==> src/rtl/aurora_rx_frame_buffer_if.sv <==
// aurora_rx_frame_buffer_if
// Bundles the Aurora RX AXI-stream beat inputs, the programmed-I/O pop
// port and the status outputs of aurora_rx_frame_buffer.
//   slave  : the frame buffer (consumes rx_*/rd_pop/clear_err, drives the rest)
//   master : the surrounding logic (drives rx_*/rd_pop/clear_err)
// Signals:
//   rx_data[31:0], rx_tvalid, rx_tlast, rx_tkeep[3:0] : RX beat (no tready)
//   rd_pop, clear_err                                 : readback controls
//   rd_data[31:0], rd_last, rd_valid                  : popped word
//   word_cnt, frame_cnt, empty, full                  : occupancy status
//   overflow_sticky, drop_cnt[15:0]                   : error status
interface aurora_rx_frame_buffer_if #(
  parameter int DEPTH_LOG2 = 4,
  parameter int FCNT_BITS  = 8
);
  logic [31:0]           rx_data;
  logic                  rx_tvalid;
  logic                  rx_tlast;
  logic [3:0]            rx_tkeep;
  logic                  rd_pop;
  logic                  clear_err;
  logic [31:0]           rd_data;
  logic                  rd_last;
  logic                  rd_valid;
  logic [DEPTH_LOG2:0]   word_cnt;
  logic [FCNT_BITS-1:0]  frame_cnt;
  logic                  empty;
  logic                  full;
  logic                  overflow_sticky;
  logic [15:0]           drop_cnt;

  modport slave (
    input  rx_data, rx_tvalid, rx_tlast, rx_tkeep, rd_pop, clear_err,
    output rd_data, rd_last, rd_valid, word_cnt, frame_cnt, empty, full,
           overflow_sticky, drop_cnt
  );

  modport master (
    output rx_data, rx_tvalid, rx_tlast, rx_tkeep, rd_pop, clear_err,
    input  rd_data, rd_last, rd_valid, word_cnt, frame_cnt, empty, full,
           overflow_sticky, drop_cnt
  );
endinterface

==> src/rtl/aurora_rx_frame_buffer.sv <==
// aurora_rx_frame_buffer
// Receive-side frame buffer: stores Aurora RX beats into a 33-bit word FIFO
// ({last, data}), exposes a frame to the reader only after its tlast beat is
// stored, and rolls back whole frames that overflow or carry a bad tkeep.
// Ports:
//   io_clk : sole clock
//   reset  : synchronous, active-high
//   bus    : aurora_rx_frame_buffer_if.slave (RX beats, pop port, status)
module aurora_rx_frame_buffer #(
  parameter int DEPTH_LOG2 = 4,
  parameter int FCNT_BITS  = 8
) (
  input  logic                    io_clk,
  input  logic                    reset,
  aurora_rx_frame_buffer_if.slave bus
);
  localparam int PTR_W = DEPTH_LOG2 + 1;
  localparam logic [PTR_W-1:0] DEPTH_P = PTR_W'(1) << DEPTH_LOG2;

  typedef enum logic [1:0] {IDLE, RECV, DISCARD} state_t;

  function automatic logic [15:0] sat_inc16(input logic [15:0] v);
    return (v == 16'hFFFF) ? v : v + 16'd1;
  endfunction

  state_t               state, state_nx;
  logic [PTR_W-1:0]     rd_ptr, cmt_ptr, wr_ptr;
  logic [32:0]          mem [2**DEPTH_LOG2];
  logic [FCNT_BITS-1:0] frame_cnt_p1;
  logic                 ovf_p1;
  logic [15:0]          drop_cnt_p1;
  logic [31:0]          rd_data_p1;
  logic                 rd_last_p1;
  logic                 vld_p1;

  logic [PTR_W-1:0]     word_cnt;
  logic                 full, empty, beat_ok, accept, pop;
  logic                 wr_en, commit, drop_ev, drop_full;
  logic [32:0]          head;

  // Status is derived only from registered pointers, so a pop in this cycle
  // cannot make room for a write in this same cycle.
  assign word_cnt = cmt_ptr - rd_ptr;
  assign empty    = (word_cnt == '0);
  assign full     = ((wr_ptr - rd_ptr) == DEPTH_P);
  assign beat_ok  = bus.rx_tlast ? (bus.rx_tkeep != 4'h0) : (bus.rx_tkeep == 4'hF);
  assign accept   = bus.rx_tvalid && !full && beat_ok;
  assign pop      = bus.rd_pop && !empty;
  assign head     = mem[rd_ptr[DEPTH_LOG2-1:0]];

  always_comb begin
    state_nx  = state;
    wr_en     = 1'b0;
    commit    = 1'b0;
    drop_ev   = 1'b0;
    drop_full = 1'b0;
    case (state)
      IDLE, RECV: begin
        if (bus.rx_tvalid) begin
          if (accept) begin
            wr_en = 1'b1;
            if (bus.rx_tlast) begin
              commit   = 1'b1;
              state_nx = IDLE;
            end else begin
              state_nx = RECV;
            end
          end else begin
            drop_ev   = 1'b1;
            drop_full = full;
            state_nx  = bus.rx_tlast ? IDLE : DISCARD;
          end
        end
      end
      DISCARD: begin
        if (bus.rx_tvalid && bus.rx_tlast) state_nx = IDLE;
      end
      default: state_nx = IDLE;
    endcase
  end

  // ---- capture stage: FIFO storage (data only, no reset) ----
  always_ff @(posedge io_clk) begin
    if (wr_en) mem[wr_ptr[DEPTH_LOG2-1:0]] <= {bus.rx_tlast, bus.rx_data};
  end

  always_ff @(posedge io_clk) begin
    if (reset) begin
      state        <= IDLE;
      rd_ptr       <= '0;
      cmt_ptr      <= '0;
      wr_ptr       <= '0;
      frame_cnt_p1 <= '0;
      ovf_p1       <= 1'b0;
      drop_cnt_p1  <= '0;
    end else begin
      state <= state_nx;
      if (wr_en)        wr_ptr <= wr_ptr + PTR_W'(1);
      else if (drop_ev) wr_ptr <= cmt_ptr;
      if (commit) cmt_ptr <= wr_ptr + PTR_W'(1);
      if (pop)    rd_ptr  <= rd_ptr + PTR_W'(1);
      // A commit and a pop of a last word in the same cycle cancel out.
      case ({commit, pop && head[32]})
        2'b10:   frame_cnt_p1 <= frame_cnt_p1 + FCNT_BITS'(1);
        2'b01:   frame_cnt_p1 <= frame_cnt_p1 - FCNT_BITS'(1);
        default: frame_cnt_p1 <= frame_cnt_p1;
      endcase
      if (bus.clear_err) begin
        ovf_p1      <= 1'b0;
        drop_cnt_p1 <= '0;
      end else if (drop_ev) begin
        drop_cnt_p1 <= sat_inc16(drop_cnt_p1);
        if (drop_full) ovf_p1 <= 1'b1;
      end
    end
  end

  // ---- read stage: registered head word and one-cycle valid pulse ----
  always_ff @(posedge io_clk) begin
    if (reset) begin
      rd_data_p1 <= '0;
      rd_last_p1 <= 1'b0;
      vld_p1     <= 1'b0;
    end else begin
      vld_p1 <= pop;
      if (pop) begin
        rd_data_p1 <= head[31:0];
        rd_last_p1 <= head[32];
      end
    end
  end

  assign bus.rd_data         = rd_data_p1;
  assign bus.rd_last         = rd_last_p1;
  assign bus.rd_valid        = vld_p1;
  assign bus.word_cnt        = word_cnt;
  assign bus.frame_cnt       = frame_cnt_p1;
  assign bus.empty           = empty;
  assign bus.full            = full;
  assign bus.overflow_sticky = ovf_p1;
  assign bus.drop_cnt        = drop_cnt_p1;
endmodule

==> src/flat_wrapper.sv <==
// flat-port wrapper written by rule: the top's interface ports become plain ports
module aurora_rx_frame_buffer_flat 
#(
  parameter int DEPTH_LOG2 = 4,
  parameter int FCNT_BITS  = 8
)
  (io_clk, reset, bus_rx_data, bus_rx_tvalid, bus_rx_tlast, bus_rx_tkeep, bus_rd_pop, bus_clear_err, bus_rd_data, bus_rd_last, bus_rd_valid, bus_word_cnt, bus_frame_cnt, bus_empty, bus_full, bus_overflow_sticky, bus_drop_cnt);
  aurora_rx_frame_buffer_if #(.DEPTH_LOG2(DEPTH_LOG2), .FCNT_BITS(FCNT_BITS)) bus_i ();
  input  logic io_clk;
  input  logic reset;
  input wire logic [$bits(bus_i.rx_data)-1:0] bus_rx_data;
  input wire logic [$bits(bus_i.rx_tvalid)-1:0] bus_rx_tvalid;
  input wire logic [$bits(bus_i.rx_tlast)-1:0] bus_rx_tlast;
  input wire logic [$bits(bus_i.rx_tkeep)-1:0] bus_rx_tkeep;
  input wire logic [$bits(bus_i.rd_pop)-1:0] bus_rd_pop;
  input wire logic [$bits(bus_i.clear_err)-1:0] bus_clear_err;
  output wire logic [$bits(bus_i.rd_data)-1:0] bus_rd_data;
  output wire logic [$bits(bus_i.rd_last)-1:0] bus_rd_last;
  output wire logic [$bits(bus_i.rd_valid)-1:0] bus_rd_valid;
  output wire logic [$bits(bus_i.word_cnt)-1:0] bus_word_cnt;
  output wire logic [$bits(bus_i.frame_cnt)-1:0] bus_frame_cnt;
  output wire logic [$bits(bus_i.empty)-1:0] bus_empty;
  output wire logic [$bits(bus_i.full)-1:0] bus_full;
  output wire logic [$bits(bus_i.overflow_sticky)-1:0] bus_overflow_sticky;
  output wire logic [$bits(bus_i.drop_cnt)-1:0] bus_drop_cnt;
  assign bus_i.rx_data = bus_rx_data;
  assign bus_i.rx_tvalid = bus_rx_tvalid;
  assign bus_i.rx_tlast = bus_rx_tlast;
  assign bus_i.rx_tkeep = bus_rx_tkeep;
  assign bus_i.rd_pop = bus_rd_pop;
  assign bus_i.clear_err = bus_clear_err;
  assign bus_rd_data = bus_i.rd_data;
  assign bus_rd_last = bus_i.rd_last;
  assign bus_rd_valid = bus_i.rd_valid;
  assign bus_word_cnt = bus_i.word_cnt;
  assign bus_frame_cnt = bus_i.frame_cnt;
  assign bus_empty = bus_i.empty;
  assign bus_full = bus_i.full;
  assign bus_overflow_sticky = bus_i.overflow_sticky;
  assign bus_drop_cnt = bus_i.drop_cnt;
  aurora_rx_frame_buffer #(.DEPTH_LOG2(DEPTH_LOG2), .FCNT_BITS(FCNT_BITS)) u_core (.io_clk(io_clk), .reset(reset), .bus(bus_i));
endmodule
==> config.mk <==
export PLATFORM = sky130hd
export DESIGN_NAME = aurora_rx_frame_buffer_flat
export DESIGN_NICKNAME = d
export VERILOG_FILES = /design/src/rtl/aurora_rx_frame_buffer_if.sv /design/src/rtl/aurora_rx_frame_buffer.sv /design/src/flat_wrapper.sv
export SDC_FILE = /design/constraint.sdc
export NUM_CORES = 1
export LEC_CHECK = 0
export ABC_CLOCK_PERIOD_IN_PS = 7960
export BUFFER_PORTS_ARGS = -buffer_cell sky130_fd_sc_hd__buf_2
export CAP_MARGIN = 25
export CORE_ASPECT_RATIO = 0.7
export CORE_UTILIZATION = 40
export DETAILED_ROUTE_END_ITERATION = 10
export GPL_TIMING_DRIVEN = 0
export MAX_ROUTING_LAYER = met4
export SETUP_SLACK_MARGIN = 0.1
export SLEW_MARGIN = 10
export SYNTH_ARGS = -nofsm -noshare
export SYNTH_HDL_FRONTEND = slang
export SYNTH_SLANG_ARGS = --single-unit
==> constraint.sdc <==
create_clock -name io_clk -period 7.96 [get_ports io_clk]
set_input_delay 0 -clock io_clk [delete_from_list [all_inputs] [get_ports io_clk]]
set_output_delay 0 -clock io_clk [all_outputs]
set_load 0.005 [all_outputs]
==> reports/metrics.yaml <==
floorplan:
  core-area_um2: 58890
  row_count: 74
  start_util: 0.4091
  die_area_um2: 61230
  io_pins: 108
  dieHeight_um: 207.3
  die_x_um: 295.3
critical_path:
  path_max_fanout: 10
  worst_ep_arrival_time_ns: 5.33
  cp_data_required_time_ns: 8.52
  cp-start-kind: "register"
  critPathKind: "reg -> reg"
  end_kind: "register"
logic_synthesis:
  synth_cell_types: 64
  yosys_most_used_dff: "edfxtp_1"
  ys_warn_count: 0
  postSynthCellCount: 1414
  yosysSeqAreaShare: 0.7246
  syn_area_um2: 24090
  synth_area_per_cell_um2: 17.04
  async_flop_share: 0
  synth_edf_count: 528
  synthesis.nets: 1479
  ys_ff_latch: 608
power_and_ir_drop:
  power.density_nw_per_um2: 294.1
  total_leakage_power_nw: 9.502
  vdd.ir_drop.worst_mv: 0.1539
  p_switching_mw: 2.301
  p_seq_frac: 0.429
  power.share.clock: 0.359
  p_int_mw: 6.126
  sw_frac_of_total: 0.2731
  p_comb_frac: 0.212
detailed_routing:
  ant_nets: 0
  drt_iter0_drc: 1329
  vias: 13843
  vias_per_cell: 5.522
  first_pass_iters: 5
  drt-wirelength-per-cell_um: 24.43
  post-route-drc-count: 0
  routed_wl_um: 61240
layout:
  final_common_cell: "edfxtp_1"
  finalNonFillerCells: 2507
  multi_input_area_um2: 6208
  area_growth_syn_to_layout_pct: 18.92
  regArea_um2: 17460
  final_cell_mix: "528 x edfxtp_1, 136 x mux2i_1, 126 x buf_2"
  layout-drive-gt1-share: 0.2198
  num-nets-final: 1723
  utilization: 0.4865
  design_area_um2: 28650
  num-fill-cells: 4980
timing:
  hold_violations: 0
  maxSlewHeadroom: 0.3155
  max_freq_mhz: 209.6
  rsz0062_at_grt: "no"
  period_share: 0.5993
  drv_slew: 0
  worst_slew_pin_slew_ns: 1.027
  skew_ns: 0.02085
  hold_ws_ns: 0.1908
  finalSetupViolations: 0
  period_minus_slack_ns: 4.771
place:
  post-dp-hpwl_um: 39260
  portBuffers: 107
  postPlaceCellArea_um2: 26130
  post-place-cells: 2357
  gp_congestion: 0.8131
cts:
  cts.reportedPaths.clkPinSlew_ns: 0.07
  worstSkewPairLatency_ns: 0.62
  cts-buffers-inserted: 57
  cts_tree: "built"
  cts-root-buf: "clkbuf_16"
  clock-sinks: 608
  clockBufferDepth: 3
  cts_max_level: 2
global_routing:
  grt_overflow_total: 0
  grt_pass1_vias: 13720
  grt_max_degree: 24
  grt_pass1_wl_um: 89690
  antenna_found_initial: 4
  grt_usage: 0.2071
run:
  cap_violations: 0
outcome:
  status: "finished clean"
min_path:
  hp-class: "in -> reg"
[logic make-up after synthesis]
family	after synthesis	share of synthesized area
AOI/OAI and AO/OA	230	0.06944
adders and majority gates	23	0.01257
DFF	608	0.7246
muxes	204	0.1201
buffers and inverters	109	0.02000
xor gates and xnor gates	17	0.006492
and+or+nand+nor	223	0.04680
[per-stage QoR]
stage / setup slack (ns) / power, mW / TNS (ns)
final: 3.189 / 8.427 / 0
after global routing: 2.844 / 8.754 / 0
after global placement: -1.883 / 5.437 / -222.32
after CTS: 3.139 / 8.493 / 0
after floorplan: 2.263 / 4.852 / 0
after detailed placement: 3.154 / 5.467 / 0
[repair_timing]
action	4_1_cts	5_1_grt
hold buffers	39	0
resized for setup	0	0
hold endpoints to repair	550	0
setup buffers	0	0
[cell type report]
| type | count | share of cell area |
|---|---|---|
| clock buffers | 75 | 0.05643 |
| diodes | 3 | 0.0002620 |
| well taps | 798 | 0.03485 |
| plain buffers | 81 | 0.01315 |
| multi-input cells | 697 | 0.2167 |
| repair buffers | 185 | 0.04843 |
| clock inverters | 32 | 0.01716 |
| flip-flops and latches | 608 | 0.6093 |
| inverters | 28 | 0.003669 |
[cell usage after synthesis, types with 3 or more instances]
cell type / number / area share
nand2_1: 61 / 0.0095
edfxtp_1: 528 / 0.66
a221o_1: 20 / 0.0083
nand2b_1: 6 / 0.0016
a211oi_1: 7 / 0.0022
nor4_1: 3 / 0.00078
nor4b_1: 6 / 0.0022
a21o_1: 7 / 0.0022
nor2b_1: 6 / 0.0016
a31oi_1: 5 / 0.0013
clkbuf_1: 51 / 0.0079
and4b_1: 4 / 0.0017
or3_1: 7 / 0.0018
nor3_1: 25 / 0.0052
and4_1: 5 / 0.0018
mux2i_1: 136 / 0.057
or2_2: 3 / 0.00078
inv_1: 28 / 0.0044
nand3_1: 19 / 0.0039
and3_1: 10 / 0.0026
ha_1: 21 / 0.011
a221oi_1: 44 / 0.016
nand3b_1: 3 / 0.00093
buf_2: 16 / 0.0033
nor2_1: 53 / 0.0083
xor2_1: 5 / 0.0018
o21ai_0: 39 / 0.0081
a311oi_1: 13 / 0.0047
xnor2_1: 11 / 0.0040
a22oi_1: 12 / 0.0037
mux4_2: 68 / 0.064
dfxtp_1: 80 / 0.066
a21oi_1: 62 / 0.013
buf_4: 12 / 0.0037
[registers in the layout, summed over array words and instances, names as in the netlist, named ones only]
signal	flops
u_core.bus.frame_cnt	8
u_core.bus.rd_last	1
u_core.bus.overflow_sticky	1
u_core.state	2
u_core.bus.drop_cnt	16
u_core.wr_ptr	5
u_core.bus.rd_data	32
u_core.rd_ptr	5
u_core.mem	528
u_core.cmt_ptr	5
u_core.bus.rd_valid	1
[worst paths after layout]
path                                                    startpoint                              endpoint  slack, ns  cells past startpoint
worst min-delay path                               bus_rx_tkeep[2]        u_core.cmt_ptr[3]$_SDFFE_PP0P_       0.19                      7
worst max-delay path                 u_core.rd_ptr[0]$_SDFFE_PP0N_  u_core.bus.frame_cnt[6]$_SDFFE_PP0P_       3.19                     17
worst min register to register  u_core.bus.rd_data[9]$_SDFFE_PP0N_    u_core.bus.rd_data[9]$_SDFFE_PP0N_       0.45                      2
worst max register to register       u_core.rd_ptr[0]$_SDFFE_PP0N_  u_core.bus.frame_cnt[6]$_SDFFE_PP0P_       3.19                     17
[metal layers]
| metal | up-vias | track usage | routed length [um] |
|---|---|---|---|
| li1 | 6164 | - | - |
| met3 | 87 | 0.03972 | 4292 |
| met2 | 492 | 0.3091 | 27950 |
| met4 | 0 | 0.04895 | 1118 |
| met1 | 7100 | 0.2929 | 27870 |
| met5 | - | - | 0 |
[critical path: stages (launching register included)]
cell      delay [ns]
dfxtp_1         0.45
ha_1            0.22
inv_1           0.05
fa_1            0.40
a21o_1          0.18
a21oi_1         0.16
xnor2_1         0.28
o31ai_4         0.22
a211oi_1        0.58
ha_1            0.45
inv_1           0.14
fa_1            0.41
nor2b_1         0.15
o21ai_0         0.11
a21boi_0        0.24
o21ai_0         0.15
or4_1           0.42
nand3_1         0.09
[power groups by stage]
stage	sequential (mW)	combinational [mW]	clock [mW]
6_report	3.62	1.79	3.02
5_1_grt	3.63	1.94	3.19
4_1_cts	3.62	1.80	3.07
3_5_place_dp	3.69	1.78	0
3_3_place_gp	3.69	1.75	0
2_1_floorplan	3.68	1.17	0
No activity file was read; power rests on OpenSTA's default activity.
